[src/rtl/cdb_arbiter_pkg.sv]
// Shared system definitions for the CDB arbiter: XLEN and the RESULT record.
`ifndef XLEN
`define XLEN 32
`endif

package cdb_arbiter_pkg;

  localparam int unsigned ROB_TAG_W = 6;

  typedef struct packed {
    logic [`XLEN-1:0]     value;
    logic [ROB_TAG_W-1:0] ROB_tag;
  } RESULT;

endpackage

[src/rtl/cdb_arbiter_rr_picker.sv]
// Round-robin one-hot picker: first set req bit at or after ptr, wrapping modulo FU_NUM.
module rr_picker #(
  parameter int unsigned FU_NUM = 5,
  localparam int unsigned PTR_W = (FU_NUM > 1) ? $clog2(FU_NUM) : 1
) (
  input  logic [FU_NUM-1:0] req,
  input  logic [PTR_W-1:0]  ptr,
  output logic [FU_NUM-1:0] grant,
  output logic [PTR_W-1:0]  grant_idx
);

  logic found;

  // Two passes: indices at or above ptr first, then the wrapped-around low indices.
  always_comb begin
    grant     = '0;
    grant_idx = '0;
    found     = 1'b0;
    for (int i = 0; i < int'(FU_NUM); i++) begin
      if (!found && req[i] && (i >= int'(ptr))) begin
        found     = 1'b1;
        grant[i]  = 1'b1;
        grant_idx = PTR_W'(i);
      end
    end
    for (int i = 0; i < int'(FU_NUM); i++) begin
      if (!found && req[i] && (i < int'(ptr))) begin
        found     = 1'b1;
        grant[i]  = 1'b1;
        grant_idx = PTR_W'(i);
      end
    end
  end

endmodule

[src/rtl/cdb_arbiter.sv]
// Per-FU holding slots in front of the CDB with a round-robin one-hot grant.
module cdb_arbiter
  import cdb_arbiter_pkg::*;
#(
  parameter int unsigned FU_NUM = 5
) (
  input  logic                clock,
  input  logic                reset,
  input  logic [FU_NUM-1:0]   fu_valid,
  input  RESULT [FU_NUM-1:0]  fu_result,
  input  logic                squash,
  output logic [FU_NUM-1:0]   fu_ready,
  output RESULT [FU_NUM-1:0]  out_results,
  output logic                select_flag,
  output logic [FU_NUM-1:0]   select_signal
);

  localparam int unsigned PTR_W = (FU_NUM > 1) ? $clog2(FU_NUM) : 1;

  logic [FU_NUM-1:0]  slot_valid;
  RESULT [FU_NUM-1:0] slot_data;
  logic [PTR_W-1:0]   rr_ptr;
  logic [PTR_W-1:0]   grant_idx;
  logic [PTR_W-1:0]   rr_ptr_next;
  logic [FU_NUM-1:0]  accept;

  rr_picker #(
    .FU_NUM (FU_NUM)
  ) u_picker (
    .req       (slot_valid),
    .ptr       (rr_ptr),
    .grant     (select_signal),
    .grant_idx (grant_idx)
  );

  assign select_flag = |slot_valid;
  assign out_results = slot_data;
  // A granted slot drains this cycle, so it may be refilled at the same edge.
  assign fu_ready    = ~slot_valid | select_signal;
  assign accept      = fu_valid & fu_ready;
  assign rr_ptr_next = (grant_idx == PTR_W'(FU_NUM - 1)) ? '0 : grant_idx + PTR_W'(1);

  always_ff @(posedge clock or posedge reset) begin
    if (reset) begin
      slot_valid <= '0;
      slot_data  <= '0;
      rr_ptr     <= '0;
    end else begin
      if (select_flag) begin
        rr_ptr <= rr_ptr_next;
      end
      for (int i = 0; i < int'(FU_NUM); i++) begin
        if (squash) begin
          slot_valid[i] <= 1'b0;
        end else if (accept[i]) begin
          slot_valid[i] <= 1'b1;
          slot_data[i]  <= fu_result[i];
        end else if (select_signal[i]) begin
          slot_valid[i] <= 1'b0;
        end
      end
    end
  end

endmodule

[config.mk]
export PLATFORM = sky130hd
export DESIGN_NAME = cdb_arbiter
export DESIGN_NICKNAME = d
export VERILOG_FILES = /design/src/rtl/cdb_arbiter_pkg.sv /design/src/rtl/cdb_arbiter_rr_picker.sv /design/src/rtl/cdb_arbiter.sv
export SDC_FILE = /design/constraint.sdc
export NUM_CORES = 1
export LEC_CHECK = 0
export ABC_AREA = 1
export CELL_PAD_IN_SITES_DETAIL_PLACEMENT = 0
export CELL_PAD_IN_SITES_GLOBAL_PLACEMENT = 1
export CORE_MARGIN = 4
export CORE_UTILIZATION = 31
export DETAILED_ROUTE_END_ITERATION = 8
export GPL_ROUTABILITY_DRIVEN = 0
export PLACE_DENSITY_LB_ADDON = 0.1
export SLEW_MARGIN = 20
export SYNTH_ARGS = -nofsm -noshare
export SYNTH_HDL_FRONTEND = slang
export SYNTH_HIERARCHICAL = 1
export SYNTH_SLANG_ARGS = --single-unit
export TNS_END_PERCENT = 10
[constraint.sdc]
create_clock -name clock -period 9.55 [get_ports clock]
set_clock_uncertainty 0.1 [all_clocks]
set_input_delay 0.955 -clock clock [delete_from_list [all_inputs] [get_ports clock]]
set_output_delay 0.955 -clock clock [all_outputs]
set_load 0.005 [all_outputs]
==> results_dict.tcl <==
set metrics [dict create \
    power_density_nw_per_um2 214 \
    final_cell_mix "nand2_1 (412), clkdlybuf4s50_1 (398), dfrtp_1 (198), nand3_1 (197), inv_1 (24)" \
    hold_path_class "flip-flop to flip-flop" \
    start_util_pct 31.5 \
    cts_buffers 17 \
    hold_viol 0 \
    grt_use_total_pct 18.8 \
    comb_power_share_pct 33.4 \
    ys_ff_latch 198 \
    ys_warn_count 6 \
    setup_viol 0 \
    critPathLaunchType "flip-flop" \
    status "complete, no violations" \
    synth_area_leader_cell "dfrtp_1" \
    ctsResizeCount 0 \
    p_int_uw 1890 \
    clk_latency_ps 420 \
    synth-seq-area-share_pct 60.3 \
    detail-route-antenna-nets 0 \
    stdcell_count 1640 \
    peakVddDrop_mv 0.112 \
    synth_area_um2 8220 \
    tightest_slew_ps 981 \
    dpl_worst_slack_ps 5450 \
    area_delta_synth_final_pct 56.4 \
    period_minus_slack_ps 3880 \
    drc 0 \
    drv_cap 0 \
    numPortBuffers 398 \
    leakage_uw 0.00620 \
    synth_top_area_share_pct 60.3 \
    ys_top_cells_by_area "dfrtp_1 (60%), nand2_1 (19%), nand3_1 (12%)" \
    final_nets 1494 \
    clockBufferDepth 2 \
    ios 399 \
    slew_viol_final 0 \
    antenna_found_initial 1 \
    finalWorstSetupSlack_ps 5670 \
    p_sw_share_pct 31.3 \
    cts_tree "yes" \
    maxClockFrequency_mhz 258 \
    required_ps 8500 \
    net-switching-power_uw 862 \
    avgSynthCellArea_um2 8.87 \
    die_w_um 171 \
    die_area_um2 29200 \
    crit_type "flip-flop to output pin" \
    final_common_cell "nand2_1" \
    period_share_pct 40.6 \
    antenna_cells 0 \
    synth_fp_nets 1127 \
    clkSinkCount 198 \
    finalSetupTns_ps 0 \
    power_frac_seq_pct 41.6 \
    grt_max_degree 133 \
    vias 7440 \
    ys_types 20 \
    grt_pass1_wl_mm 43.3 \
    drt_first_pass_iters 4 \
    relSlewSlack_pct 34.6 \
    holdBufCountCts 0 \
    synth_cells 927 \
    place_inst 1610 \
    fp.dieH_um 171 \
    num_rows 59 \
    coreArea_um2 26100 \
    root_buffer "clkbuf_16" \
    path_max_fanout 41 \
    path_clk_slew_ps 70 \
    via_per_inst 4.54 \
    critPathArrivalTime_ps 2830 \
    p_clk_share_pct 25.0 \
    dp_hpwl_mm 19.6 \
    drtIter0Drc 429 \
    grt_pass1_vias 7428 \
    post-cts-setup-buffer-count 0 \
    htreeDepth 4 \
    cp-end-kind "output pin" \
    wire_per_inst_um 17.3 \
    totalWireLength_mm 28.3 \
    drive_above_1_share_pct 4.06 \
    rsz0062_at_grt "false" \
    grt.overflow.total 0 \
]
==> cell families (layout without fill, tap and decap cells) <==
group,Yosys count,in the layout,synth area share [%]
AO/OA/AOI/OAI,9,9,0.579
adder cells (fa/ha/maj),2,2,0.304
buffers and inverters,87,465,6.04
AND/OR/NAND/NOR,631,631,32.8
flip-flops,198,198,60.3
==> path summary, 6_finish.rpt <==
check | from | endpoint | slack, ps | cells after the start
worst min-delay path | out_results[84] | out_results[84] | 370 | 2
worst min register to register | out_results[84] | out_results[84] | 370 | 2
worst max-delay path | rr_ptr[2] | fu_ready[2] | 5670 | 10
worst max register to register | rr_ptr[2] | out_results[162] | 6520 | 15
min in group asynchronous | reset | out_results[20] | 1020 | 2
max in group asynchronous | reset | out_results[166] | 6750 | 3
==> cell type report <==
cell class | count | area [um2]
Clock inverter | 13 | 118
Multi-Input combinational cell | 642 | 2770
Timing Repair Buffer | 409 | 4070
Fill cell | 2529 | 13200
Sequential cell | 198 | 4950
Tap cell | 335 | 419
Inverter | 26 | 105
Clock buffer | 17 | 425
==> critical path: stages (launching register included) <==
cell,delay [ps]
dfrtp_1,400
inv_1,80
nand2_1,80
clkinv_1,100
nor3_2,290
nand4_1,170
o21ai_1,140
inv_1,60
nand2_1,50
buf_4,380
clkdlybuf4s50_1,630
==> cells in the mapped netlist <==
library cell,n
nand2_1,412
dfrtp_1,198
nand3_1,197
inv_1,25
buf_4,20
buf_1,13
buf_6,11
buf_2,10
clkbuf_1,7
a21oi_1,6
nor2_1,6
nand4_1,5
nor2_4,5
nand3_2,3
ha_1,2
nor2_2,2
o21ai_1,2
a21boi_0,1
clkinv_1,1
nor3_2,1
==> power by group through the flow <==
stage / clock network [uW] / registers (uW) / logic, uW
after floorplan: 0 / 1170 / 324
after detailed placement: 0 / 1160 / 938
after global placement: 0 / 1160 / 936
final: 688 / 1150 / 921
after CTS: 717 / 1150 / 941
after global routing: 751 / 1170 / 1020
==> metrics by stage <==
| stage | hold slack, ps | instance area [um2] | util (%) | total power [uW] |
|---|---|---|---|---|
| global route | 385 | 12900 | 49.3 | 2950 |
| CTS | 375 | 12900 | 49.3 | 2800 |
| floorplan | 365 | 8220 | - | 1490 |
| detailed placement | 357 | 12300 | 47.3 | 2100 |
| finish | 370 | 12900 | 49.3 | 2750 |
| global placement | 352 | 12300 | 47.3 | 2090 |
==> per-layer routing <==
| layer | GRT usage, % | routed length (um) |
|---|---|---|
| met1 | 23.4 | 11400 |
| met2 | 30.8 | 13600 |
| met3 | 7.72 | 3040 |
| met4 | 4.27 | 298 |
| met5 | 0 | 13 |
==> registers in the layout, summed over array words and instances, names as in the netlist <==
signal	count
out_results	190
slot_valid	5
rr_ptr	3
(Power assumes the default switching activity.)
